File: config.mk
export PLATFORM = sky130hd
export DESIGN_NAME = ifetch_ctrl_flat
export DESIGN_NICKNAME = d
export VERILOG_FILES = /design/src/rtl/ifetch_pkg.sv /design/src/rtl/ifetch_if.sv /design/src/rtl/ifetch_line_buf.sv /design/src/rtl/ifetch_ctrl.sv /design/src/flat_wrapper.sv
export SDC_FILE = /design/constraint.sdc
export NUM_CORES = 1
export LEC_CHECK = 0
export ABC_AREA = 1
export BUFFER_PORTS_ARGS = -buffer_cell sky130_fd_sc_hd__buf_2
export CORE_ASPECT_RATIO = 1.5
export CORE_MARGIN = 2
export CORE_UTILIZATION = 57
export CTS_CLUSTER_DIAMETER = 80
export DETAILED_ROUTE_END_ITERATION = 12
export GPL_TIMING_DRIVEN = 0
export HOLD_SLACK_MARGIN = 0.03
export PLACE_DENSITY = 0.83
export SLEW_MARGIN = 20
export SYNTH_ARGS = -nofsm -noshare
export SYNTH_HDL_FRONTEND = slang
export SYNTH_SLANG_ARGS = --single-unit
File: constraint.sdc
create_clock -name clock -period 3.4 [get_ports clock]
set_clock_uncertainty 0.1 [all_clocks]
set_input_delay 0.34 -clock clock [delete_from_list [all_inputs] [get_ports clock]]
set_output_delay 0.34 -clock clock [all_outputs]
set_load 0.005 [all_outputs]
File: src/rtl/ifetch_pkg.sv
// ifetch_pkg: shared FSM state, sizing helper and index type for the instruction fetch sequencer
package ifetch_pkg;
  localparam int DATA_W = 32;
  localparam int LINE_WORDS = 4;
  typedef enum logic {RUN, FILL} state_e;
  typedef logic [$clog2(LINE_WORDS)-1:0] widx_t;
  function automatic int off_w(input int line_words);
    return $clog2(line_words * 4);
  endfunction
endpackage

File: src/rtl/ifetch_if.sv
// ifetch_if: word-at-a-time memory read handshake between fetch sequencer (master) and memory (slave)
interface ifetch_if import ifetch_pkg::*; #(parameter int dataW = DATA_W) ();
  logic MemReq, MemAck;
  logic [dataW-1:0] MemAddr, MemData;
  modport master (output MemReq, MemAddr, input MemAck, MemData);
  modport slave (input MemReq, MemAddr, output MemAck, MemData);
endinterface

File: src/rtl/ifetch_line_buf.sv
// ifetch_line_buf: single-line instruction storage with tag/valid, hit compare and word read mux
module ifetch_line_buf import ifetch_pkg::*; #(
  parameter int dataW = DATA_W,
  parameter int lineWords = LINE_WORDS,
  parameter int idxW = off_w(lineWords) - 2,
  parameter int tagW = dataW - off_w(lineWords)
) (
  input  logic             clk,
  input  logic             rst,
  input  logic             run_i,
  input  logic             tag_we_i,
  input  logic [tagW-1:0]  tag_i,
  input  logic [idxW-1:0]  rd_idx_i,
  input  logic             wr_en_i,
  input  logic [idxW-1:0]  wr_idx_i,
  input  logic [dataW-1:0] wr_data_i,
  input  logic             valid_we_i,
  input  logic             valid_i,
  output logic             hit_o,
  output logic [dataW-1:0] rd_data_o,
  output logic [tagW-1:0]  tag_o
);
  logic [dataW-1:0] words_q [lineWords];
  logic [tagW-1:0] tag_q;
  logic valid_q;
  always_ff @(posedge clk) begin
    if (rst) valid_q <= 1'b0;
    else if (valid_we_i) valid_q <= valid_i;
    if (tag_we_i) tag_q <= tag_i;
    if (wr_en_i) words_q[wr_idx_i] <= wr_data_i;
  end
  assign hit_o = run_i && valid_q && tag_q == tag_i;
  assign rd_data_o = hit_o ? words_q[rd_idx_i] : '0;
  assign tag_o = tag_q;
endmodule

File: src/rtl/ifetch_ctrl.sv
// ifetch_ctrl: stalls the PC on a line miss and refills the line over the memory req/ack handshake
// IFETCH_WRAP_FILL_EN selects critical-word-first fill order.
module ifetch_ctrl import ifetch_pkg::*; #(
  parameter int dataW = DATA_W,
  parameter int lineWords = LINE_WORDS
) (
  input  logic             clock,
  input  logic             reset,
  input  logic [dataW-1:0] ProgAddr,
  input  logic             Flush,
  output logic             InsCacheStall,
  output logic [dataW-1:0] Instruction,
  output logic             InsValid,
  ifetch_if.master         mem
);
  localparam int offW = off_w(lineWords);
  localparam int idxW = offW - 2;
  localparam int tagW = dataW - offW;
  state_e state_q, state_d;
  logic [idxW-1:0] fill_idx_q, fill_idx_d, fill_idx_nx, fill_cnt_q, fill_cnt_d, word_idx, start_idx;
  logic [tagW-1:0] tag, line_tag;
  logic [dataW-1:0] addr_q, addr_d;
  logic flush_pend_q, flush_pend_d, req_q, req_d;
  logic hit, start, ack, last, unused_pa;
  assign tag = ProgAddr[dataW-1:offW];
  assign word_idx = ProgAddr[offW-1:2];
  assign unused_pa = ^ProgAddr[1:0];
`ifdef IFETCH_WRAP_FILL_EN
  assign start_idx = word_idx;
`else
  assign start_idx = '0;
`endif
  assign start = state_q == RUN && !hit && !Flush;
  assign ack = state_q == FILL && mem.MemAck;
  assign last = ack && fill_cnt_q == idxW'(lineWords - 1);
  assign fill_idx_nx = fill_idx_q + 1'b1;
  always_comb begin
    state_d = state_q;
    fill_idx_d = fill_idx_q;
    fill_cnt_d = fill_cnt_q;
    flush_pend_d = flush_pend_q;
    req_d = req_q;
    addr_d = addr_q;
    if (start) begin
      state_d = FILL;
      fill_idx_d = start_idx;
      fill_cnt_d = '0;
      flush_pend_d = 1'b0;
      req_d = 1'b1;
      addr_d = {tag, start_idx, 2'b00};
    end
    if (state_q == FILL) begin
      flush_pend_d = flush_pend_q | Flush;
      if (mem.MemAck) begin
        fill_idx_d = fill_idx_nx;
        fill_cnt_d = fill_cnt_q + 1'b1;
        addr_d = {line_tag, fill_idx_nx, 2'b00};
      end
      if (last) begin
        req_d = 1'b0;
        state_d = RUN;
        flush_pend_d = 1'b0;
      end
    end
  end
  always_ff @(posedge clock) begin
    if (reset) begin
      state_q <= RUN;
      fill_idx_q <= '0;
      fill_cnt_q <= '0;
      flush_pend_q <= 1'b0;
      req_q <= 1'b0;
      addr_q <= '0;
    end else begin
      state_q <= state_d;
      fill_idx_q <= fill_idx_d;
      fill_cnt_q <= fill_cnt_d;
      flush_pend_q <= flush_pend_d;
      req_q <= req_d;
      addr_q <= addr_d;
    end
  end
  // a flush arriving on the final ack still leaves the new line invalid
  ifetch_line_buf #(.dataW(dataW), .lineWords(lineWords)) u_buf (
    .clk(clock), .rst(reset), .run_i(state_q == RUN), .tag_we_i(start), .tag_i(tag),
    .rd_idx_i(word_idx), .wr_en_i(ack), .wr_idx_i(fill_idx_q), .wr_data_i(mem.MemData),
    .valid_we_i((state_q == RUN && Flush) || last), .valid_i(last && !flush_pend_q && !Flush),
    .hit_o(hit), .rd_data_o(Instruction), .tag_o(line_tag)
  );
  assign InsValid = hit;
  assign InsCacheStall = !hit;
  assign mem.MemReq = req_q;
  assign mem.MemAddr = addr_q;
endmodule

File: src/flat_wrapper.sv
// flat-port wrapper written by rule: the top's interface ports become plain ports
module ifetch_ctrl_flat import ifetch_pkg::*;
#(
  parameter int dataW = DATA_W,
  parameter int lineWords = LINE_WORDS
)
  (clock, reset, ProgAddr, Flush, InsCacheStall, Instruction, InsValid, mem_MemReq, mem_MemAddr, mem_MemAck, mem_MemData);
  ifetch_if #(.dataW(dataW)) mem_i ();
  input  logic clock;
  input  logic reset;
  input  logic [dataW-1:0] ProgAddr;
  input  logic Flush;
  output logic InsCacheStall;
  output logic [dataW-1:0] Instruction;
  output logic InsValid;
  output wire logic [$bits(mem_i.MemReq)-1:0] mem_MemReq;
  output wire logic [$bits(mem_i.MemAddr)-1:0] mem_MemAddr;
  input wire logic [$bits(mem_i.MemAck)-1:0] mem_MemAck;
  input wire logic [$bits(mem_i.MemData)-1:0] mem_MemData;
  assign mem_MemReq = mem_i.MemReq;
  assign mem_MemAddr = mem_i.MemAddr;
  assign mem_i.MemAck = mem_MemAck;
  assign mem_i.MemData = mem_MemData;
  ifetch_ctrl #(.dataW(dataW), .lineWords(lineWords)) u_core (.clock(clock), .reset(reset), .ProgAddr(ProgAddr), .Flush(Flush), .InsCacheStall(InsCacheStall), .Instruction(Instruction), .InsValid(InsValid), .mem(mem_i));
endmodule
==> reports/qor.csv <==
stage,metric,value,unit
global_route,vias in the first global route,7135,
clock_network,"Reg clk slew, reported paths",0.07,ns
sta,Worst-Margin Slew,0.726,ns
final_layout,post-route cell area,10800,um2
place,placed cells,1243,
routing,1st-iter DRT viols,507,
hold_path,worst min-delay path startpoint,mem_MemData[3],
global_route,gr ovfl total,0,
die,die area,16200,um2
sta,Final Max Tran Viols,0,
critical_path,R2R Path Start,u_core.u_buf.tag_o[20]$_DFFE_PP_,
die,die height,155,um
logic_synthesis,ys flop type,edfxtp_1,
final_layout,register area,5490,um2
logic_synthesis,ys async rst share,0,
clock_network,CTS resizes,0,
final_layout,Final Non-Filler Cells,1328,
routing,Post-DRT Antenna Nets,0,
critical_path,crit-path max FO,10,
final_layout,fillers,1040,
die,die width,105,um
logic_synthesis,largest area contributor in the netlist,edfxtp_1,
clock_network,clock tree buffer depth,2,
clock_network,Clock Tree Root,clkbuf_16,
flow_run,Max Cap Viol,0,
die,core area,14900,um2
routing,routed via count,6999,
logic_synthesis,Synth area leaders,"edfxtp_1 (54%), dfxtp_1 (9.3%), nor2_1 (9.3%), o21ai_0 (5.7%), nand2_1 (5.5%)",
global_route,Tot GR Track Use,0.266,
clock_network,H-tree depth,4,
place,IO buf count,131,
logic_synthesis,Synth Cell Area,8640,um2
final_layout,ANT cells,0,
critical_path,Critical Path RT,2.96,ns
logic_synthesis,YS warnings,0,
clock_network,CTS Buf Count,17,
sta,final hold vios,0,
routing,drt first pass iters,6,
sta,unrepaired setup endpoints after global routing,no,
critical_path,crit end category,output port,
run_status,status,"finished, final reports clean",
logic_synthesis,top-area cell type share of the netlist area,0.542,
final_layout,share of cells above drive strength 1,0.183,
clock_network,Clock Latency Late Sink,0.43,ns
critical_path,Setup CP Type,input port to output port,
power,VDD IR max,333,uV
power,Leak Pwr,4.54,nW
critical_path,Reg2Reg Setup Slack,1.05,ns
critical_path,worst r2r dst,u_core.u_buf.tag_o[18]$_DFFE_PP_,
logic_synthesis,Mapped Cells,909,
routing,Routed WL per cell,16.2,um
sta,Slew Limit Headroom,0.516,
logic_synthesis,Post-synth top cells,"nor2_1 (213), edfxtp_1 (156), nand2_1 (127)",
logic_synthesis,Synth Net Count,982,
die,row cnt,55,
place,detailed-placement wirelength estimate,14.4,mm
sta,final setup fails,0,
hold_path,hold depth,1,
sta,Tcrit/Tclk final,0.913,
die,Initial Util,0.578,
power,P per Cell Area,483,nW/um2
place,Post-DP Area,9670,um2
logic_synthesis,"flops & latches, synth",196,
power,total power,5.22,mW
place,Final GP Congestion,0.896,
critical_path,worst r2r path cells,9,
die,I/O pin total,135,
critical_path,Setup crit start kind,input port,
global_route,largest net degree at the start of global routing,30,
critical_path,WP data arrival,2.67,ns
final_layout,Layout area overhead,25.1,%
clock_network,CTS tree,yes,
sta,min Tclk post-route,3.11,ns
global_route,first-pass GRT wire length,33.4,mm
logic_synthesis,Netlist cell types,25,
logic_synthesis,top-count cell post-synth,nor2_1,
global_route,antenna violations before repair,0,
routing,via/cell ratio,5.27,
logic_synthesis,"Avg Cell Area, Syn",9.50,um2
clock_network,clk sinks,196,
hold_path,hold path endpoint,u_core.u_buf.words_q[3][3]$_DFFE_PP_,
final_layout,nets,1189,
sta,top achievable clock speed,322,MHz
logic_synthesis,Post-synth EDFFs,156,
logic_synthesis,sequential area share after synthesis,0.635,
final_layout,Multi-input gate area,2610,um2
routing,DRC viols,0,
hold_path,Worst Hold Class,input port to flop,
routing,DRT Wirelength,21.5,mm
[stage by stage]
| stage | worst slack, ns | hold WS, ns | TNS [ns] | utilization |
|---|---|---|---|---|
| global placement | -0.355 | 0.335 | -43.69 | 0.639 |
| floorplan | 0.786 | 0.309 | 0 | - |
| CTS | 0.159 | 0.0344 | 0 | 0.723 |
| detailed placement | 0.629 | 0.334 | 0 | 0.648 |
| global route | 0.213 | 0.0333 | 0 | 0.724 |
| finish | 0.294 | 0.0495 | 0 | 0.724 |
[report_power, final]
part / switching [mW] / leakage, nW / internal (mW) / total, mW
clock network: 0.989 / 0.295 / 1.00 / 1.99
registers: 0.0380 / 1.75 / 2.67 / 2.70
logic: 0.325 / 2.49 / 0.205 / 0.530
total: 1.35 / 4.54 / 3.87 / 5.22
[critical path, stage by stage]
cell           delay, ns
dlygate4sd3_1       0.54
buf_2               0.14
xnor2_1             0.34
nand3_1             0.14
nor3_1              0.15
nand4_1             0.11
buf_4               0.19
clkbuf_1            0.26
a21oi_1             0.28
buf_2               0.17
[worst max path at each step]
stage | from | endpoint | slack [ns] | cells after the start
2_1_floorplan | u_core.state_q$_SDFF_PP0_ | u_core.u_buf.words_q[0][0]$_DFFE_PP_ | 0.79 | 3
3_3_place_gp | mem_MemAck | u_core.u_buf.words_q[0][25]$_DFFE_PP_ | -0.35 | 4
3_5_place_dp | ProgAddr[21] | u_core.u_buf.tag_o[12]$_DFFE_PP_ | 0.63 | 13
4_1_cts | ProgAddr[24] | Instruction[4] | 0.16 | 9
5_1_grt | ProgAddr[24] | Instruction[3] | 0.21 | 10
6_report | ProgAddr[24] | Instruction[3] | 0.29 | 10
[cell families after synthesis]
logic type | after synthesis | synth area share
xor+xnor | 5 | 0.00507
simple gates | 389 | 0.178
fa+ha+maj | 5 | 0.00724
buf+inv | 143 | 0.0661
compound gates | 171 | 0.109
flops | 196 | 0.635
[cells in the final DEF (no fill, tap or decap), types with 2 or more instances in the layout]
master	n
o22ai_1	3
clkinv_4	4
o21ai_0	98
buf_1	6
clkinv_1	3
a21oi_1	49
inv_8	3
nand4_1	5
buf_16	3
nor2_4	4
inv_12	2
ha_1	5
dfxtp_1	40
dlygate4sd3_1	52
inv_1	94
clkinv_8	4
buf_2	140
nor4_1	2
edfxtp_1	156
clkbuf_1	27
nor2_1	209
buf_6	3
a21oi_2	20
xnor2_1	4
clkbuf_16	17
nand2_1	127
nand3_1	38
[flip-flops by register name (all words and copies together), names as in the netlist]
name	cells
u_core.fill_cnt_q	2
u_core.fill_idx_q	2
u_core.flush_pend_q	1
u_core.mem.MemAddr	32
u_core.mem.MemReq	1
u_core.state_q	1
u_core.u_buf.tag_o	28
u_core.u_buf.valid_q	1
u_core.u_buf.words_q	128
[routing by layer]
metal  vias to the layer above  global-route usage  part of all wire
li1                       3430                   -                 -
met1                      3197               0.261              0.35
met2                       318               0.525              0.56
met3                        54              0.0518             0.063
met4                         0               0.120             0.025
met5                         -                   0                 0
[area by class of cell]
class / instances / share of cell area
Tap cell: 199 / 0.0230
Timing Repair Buffer: 188 / 0.119
Multi-Input combinational cell: 570 / 0.242
Buffer: 45 / 0.0188
Sequential cell: 196 / 0.508
Clock buffer: 17 / 0.0394
Clock inverter: 15 / 0.0167
Inverter: 98 / 0.0340
[repair_timing]
action | CTS | global route
buffers inserted | 0 | 1
hold buffers | 51 | 1
setup endpoints to repair | 0 | 2
hold endpoints to repair | 135 | 1
No activity file was read; power rests on OpenSTA's default activity.
